## src/rtl/multi_toggle_rx.sv

```systemverilog
// Multi-channel toggle receiver: synchronizes per-channel source toggles into clk
// and presents them as one-cycle pulses (HOLD=0) or held, acknowledged events (HOLD=1).
module multi_toggle_rx #(
  parameter int NCH         = 4,
  parameter int SYNC_STAGES = 2,
  parameter int HOLD        = 1
) (
  input  logic           clk,
  input  logic           rst_n,
  input  logic [NCH-1:0] src_tgl,
  input  logic [NCH-1:0] evt_ack,
  input  logic [NCH-1:0] ovf_clr,
  output logic [NCH-1:0] evt,
  output logic [NCH-1:0] ack_tgl,
  output logic [NCH-1:0] ovf
);

  if (NCH < 1 || NCH > 32) begin : g_bad_nch
    $error("multi_toggle_rx: NCH=%0d outside 1..32", NCH);
  end
  if (SYNC_STAGES < 2 || SYNC_STAGES > 4) begin : g_bad_sync
    $error("multi_toggle_rx: SYNC_STAGES=%0d outside 2..4", SYNC_STAGES);
  end
  if (HOLD < 0 || HOLD > 1) begin : g_bad_hold
    $error("multi_toggle_rx: HOLD=%0d must be 0 or 1", HOLD);
  end

  for (genvar i = 0; i < NCH; i++) begin : g_ch
    logic [SYNC_STAGES-1:0] sync_q;
    logic                   d_q;
    logic                   s;
    logic                   e;

    // Plain shift chain: nothing may sit between synchronizer stages.
    always_ff @(posedge clk or negedge rst_n) begin
      if (!rst_n) begin
        sync_q <= '0;
        d_q    <= 1'b0;
      end else begin
        sync_q <= {sync_q[SYNC_STAGES-2:0], src_tgl[i]};
        d_q    <= sync_q[SYNC_STAGES-1];
      end
    end

    assign s = sync_q[SYNC_STAGES-1];
    assign e = s ^ d_q;

    if (HOLD == 0) begin : g_pulse
      logic unused_in;
      assign unused_in  = evt_ack[i] ^ ovf_clr[i];
      assign evt[i]     = e;
      assign ack_tgl[i] = d_q;
      assign ovf[i]     = 1'b0;
    end else begin : g_hold
      logic pend_q;
      logic ack_q;
      logic ovf_q;
      logic consume;

      assign consume = pend_q & evt_ack[i];

      // A new edge always (re)arms pend; it only overflows when the old event was not taken.
      always_ff @(posedge clk or negedge rst_n) begin
        if (!rst_n) begin
          pend_q <= 1'b0;
          ack_q  <= 1'b0;
          ovf_q  <= 1'b0;
        end else begin
          if (e) begin
            pend_q <= 1'b1;
          end else if (consume) begin
            pend_q <= 1'b0;
          end
          if (consume) begin
            ack_q <= ~ack_q;
          end
          if (e && pend_q && !evt_ack[i]) begin
            ovf_q <= 1'b1;
          end else if (ovf_clr[i]) begin
            ovf_q <= 1'b0;
          end
        end
      end

      assign evt[i]     = pend_q;
      assign ack_tgl[i] = ack_q;
      assign ovf[i]     = ovf_q;
    end
  end

endmodule

```

## config.mk

```make
export PLATFORM = sky130hd
export DESIGN_NAME = multi_toggle_rx
export DESIGN_NICKNAME = d
export VERILOG_FILES = /design/src/rtl/multi_toggle_rx.sv
export SDC_FILE = /design/constraint.sdc
export NUM_CORES = 1
export LEC_CHECK = 0
export BUFFER_PORTS_ARGS = -buffer_cell sky130_fd_sc_hd__buf_2
export CORE_MARGIN = 2
export CORE_UTILIZATION = 45
export DETAILED_ROUTE_END_ITERATION = 8
export GPL_TIMING_DRIVEN = 0
export HOLD_SLACK_MARGIN = 0.02
export PLACE_DENSITY_LB_ADDON = 0.15
export SYNTH_ARGS = -nofsm -noshare
export SYNTH_HDL_FRONTEND = slang
export SYNTH_SLANG_ARGS = --single-unit
```

## constraint.sdc

```tcl
create_clock -name clk -period 2.3 [get_ports clk]
set_input_delay 0.46 -clock clk [delete_from_list [all_inputs] [get_ports clk]]
set_output_delay 0.46 -clock clk [all_outputs]
set_load 0.05 [all_outputs]
```

Word-level counts from Yosys, hierarchy flattened
Cells that the tools add are included.
{ "classes": {"n_mux": 16, "n_bitwise": 12, "reduce_logical": 20} }
{ "ops": {"columns": ["op", "n"], "rows": [
  ["2-to-1 mux 1 bit", 16],
  ["nonzero test 2 bit", 8],
  ["logical AND 1 bit", 8],
  ["bitwise AND 1 bit", 4],
  ["zero test 1 bit", 4],
  ["inverter 1 bit", 4],
  ["bitwise XOR 1 bit", 4]
]} }
{ "word_totals": {"ff_bits": 24, "input_bits": 14, "output_inout_bits": 12, "elab_cells": 68} }

Longest topological paths before layout
{ "logic_depth": {"depth_word": 4, "mapped_depth": 2, "mapped_depth_nobuf": 2} }

Worst setup path before layout
No wires, ideal clock.
{ "synth_timing": {"path_kind": "reg2out", "startpoint": "register g_ch[0].g_hold.pend_q", "endpoint": "output port evt[0]", "arrival_ns": 0.551, "required_ns": 1.840, "slack_ns": 1.289, "stages_incl_launch_ff": 2, "n_path_buf": 1, "cell_sequence": "dfrtp_1 > buf_4"} }
{ "synth_rtl": {"columns": ["item", "line", "source"], "rows": [
  ["start, declared", "55", "logic pend_q;"],
  ["start signal, assigned", "65", "pend_q <= 1'b0;"],
  ["start signal, assigned", "70", "pend_q <= 1'b1;"],
  ["start signal, assigned", "72", "pend_q <= 1'b0;"],
  ["end, declared", "13", "output logic [NCH-1:0] evt,"]
]} }
No word-level cell between the ends.

Worst setup path in the final report
{ "layout_timing": {"startpoint": "register g_ch[2].g_hold.pend_q", "endpoint": "output port evt[2]"} }
{ "layout_rtl": {"columns": ["item", "line"], "rows": [
  ["start, declared", "55"],
  ["start signal, assigned", "65"],
  ["start signal, assigned", "70"],
  ["start signal, assigned", "72"]
]} }
No word-level cell between the ends.

==> summary.md <==
| Metric | Value |
|---|---|
| Initial antenna violation count | `0` |
| Die ar. | `~2300 um2` |
| Worst clock skew | `slightly above 5 ps` |
| CP delay by family, top | `flip-flops` |
| Starting density of the core | `48.5%` |
| Leakage power | `between 0.0005 and 0.0006 uW` |
| Post-route insts no fill | `~120` |
| DRT iter0 DRCs | `2` |
| Worst path required time | `between 1500 and 2000 ps` |
| Clock root cell | `clkbuf_4` |
| Post-Synthesis Cells | `64` |
| Total Routing Usage GR | `under 10%` |
| Final Cycle Share | `between 60% and 70%` |
| CTS tree | `built` |
| CP peak stage delay | `410 ps` |
| Area Overhead vs Synth | `24.4%` |
| Synthesized area per cell | `between 10 and 15 um2` |
| Post-layout util | `approximately three fifths` |
| Worst-Skew Late Latency | `approximately 290 ps` |
| Initial DRT Pass Iterations | `2` |
| Multi-input logic area | `approximately 150 um2` |
| Cell Area, Placed | `1010 um2` |
| Final Cell Area | `approximately 1100 um2` |
| Vias per inst | `between 4 and 5` |
| RSZ-0062 raised after global routing | `false` |
| Buffers on Ports | `25` |
| Tmin final | `roughly 1500 ps` |
| CTS sink cnt | `24` |
| Total congestion overflow | `0` |
| Seq/Total Area, Yosys | `a little over two thirds` |
| Nets@finish | `between 100 and 150` |
| Mapped cell area | `approximately 860 um2` |
| Core Box Area | `1760 um2` |
| Die W | `between 40 and 50 um` |
| Fmax | `667 MHz` |
| Maximum number of pins on one net before global-route repair | `25` |
| DRT antenna net count | `0` |
| FP Rows | `15` |
| ANT cells | `0` |
| Max Cap Viol | `0` |
| Worst slew pin tran | `approximately 500 ps` |
| Crit. End Element | `primary output` |
| Reg clk slew, reported paths | `120 ps` |
| Max FO, Critical Path | `3` |
| Post-CTS Setup Repair Bufs | `0` |
| Synth Warn # | `0` |
| Largest area contributor in the netlist | `dfrtp_1` |
| CP arrival | `around 1000 ps` |
| Total Power | `1210 uW` |
| Crit-path slowest cell | `dfrtp_1` |
| Resized Gates After CTS | `0` |
| Top-area cell type share of the netlist area | `between 70 and 80%` |
| Via count | `about 480` |
| Setup CP Type | `reg2out` |
| PwrDens | `1140 nW/um2` |
| Final Slew Violations | `0` |
| Syn nets | `slightly below 80` |
| Startpoint types | `flip-flop` |
| Placer congestion estimate | `0.724` |
| Final hold violation count | `0` |
| Reg area | `601 um2` |
| Worst hold path type | `in2async` |
| Hold_buf cts | `0` |
| First-pass GRT wire length | `approximately 1500 um` |
| Htree depth | `1` |
| Number of global-route vias before repair | `349` |
| Library cells used by synthesis | `7` |
| CTS Buf Count | `3` |
| Cells along the critical path | `buf_4, buf_2` |
| Max rail drop VDD | `0.544 mV` |
| DR WL/cell | `slightly above 8 um` |
| Final setup vio count | `0` |
| Placed cell count | `114` |
| IO Count | `26` |
| Share of cells above drive strength 1 | `44.1%` |
| Fill cells | `roughly 160` |
| Critical path buffer and inverter count | `2` |
| Yosys reg bits | `24` |
| Bufs on Longest Clock Path | `2` |
| Setup TNS | `0 ps` |
| Post-detail-place hpwl | `a little over 700 um` |
| Overall routed net length | `951 um` |
| Max-Slew Margin vs Limit | `between 60 and 70%` |
| Outcome | `completed` |
| DRC viols | `0` |
| Top cells by area, synth | `dfrtp_1, buf_4, xnor2_1, nand2_1, nand2b_1` |
| Die Ht | `between 40 and 50 um` |
## cell usage after synthesis, drive strengths merged
| master | instances |
|---|---|
| buf | 12 |
| o22ai | 4 |
| nand2 | 8 |
| dfrtp | 24 |
| xnor2 | 8 |
| inv | 4 |
| nand2b | 4 |
## flip-flops by register name, summed over array words and instances (netlist names)
| register | count |
|---|---|
| g_ch.sync_q | 8 |
| g_ch.d_q | 4 |
| g_ch.g_hold.ack_q | 4 |
| g_ch.g_hold.ovf_q | 4 |
| g_ch.g_hold.pend_q | 4 |
## logic make-up (layout without fill, tap and decap cells)
kind of cell / after synthesis / count (layout) / share of synthesized area (%)
flops: 24 / 24 / 70.2
xor+xnor: 8 / 8 / 8.19
buf+inv: 16 / 45 / 12.3
simple gates: 12 / 12 / 6.43
compound gates: 4 / 4 / 2.92
## metal layers
metal  GRT usage, %  up-vias  wire length [um]
met3           2.64        2                80
met4           6.49        0                 9
met2           12.2       15               401
met5              0        -                 0
met1           14.0      213               459
li1               -      245                 -
## worst register-to-register path, stage by stage, from the launching register on
cell and delay [ps]:
dfrtp_1 410, xnor2_1 180, o22ai_1 110
## where the power goes
part | internal (uW) | switching [uW]
Clock | 176 | 107
Combinational | 146 | 257
Sequential | 486 | 38.0
Total | 808 | 402
## placed cells by master, fill, tap and decap left out
cell type	instances
buf_2	25
inv_1	4
xnor2_1	8
nand2_1	8
o22ai_1	4
buf_4	12
dfrtp_1	24
clkbuf_4	3
nand2b_1	4
bufinv_16	1
## through the flow
stage          setup slack, ps  hold slack, ps
2_1_floorplan             1290             164
3_3_place_gp              1140             333
3_5_place_dp              1130             336
4_1_cts                    779             110
5_1_grt                    720             124
6_report                   802             109
## worst paths after layout
| path | to | cells after the start | slack [ps] | start |
|---|---|---|---|---|
| setup / recovery | evt[2] | 2 | 800 | g_ch[2].g_hold.pend_q$_DFFE_PN0P_ |
| hold / removal | g_ch[1].g_hold.pend_q$_DFFE_PN0P_ | 1 | 110 | rst_n |
| setup reg to reg | g_ch[1].g_hold.ovf_q$_DFFE_PN0P_ | 2 | 1480 | g_ch[1].sync_q[1]$_DFF_PN0_ |
| hold reg to reg | g_ch[1].sync_q[1]$_DFF_PN0_ | 0 | 360 | g_ch[1].sync_q[0]$_DFF_PN0_ |
| max in group asynchronous | g_ch[3].g_hold.pend_q$_DFFE_PN0P_ | 1 | 1850 | rst_n |
| min in group clk | g_ch[2].sync_q[0]$_DFF_PN0_ | 1 | 260 | src_tgl[2] |
## final cells by class
class | count | share of cell area, %
repair buffers | 25 | 11.8
clock inverters | 1 | 2.82
multi-input cells | 24 | 14.1
clock buffers | 3 | 2.12
well taps | 25 | 2.94
plain buffers | 12 | 8.46
inverters | 4 | 1.41
flip-flops and latches | 24 | 56.4
Note: power is estimated with default switching activity, not from simulation.
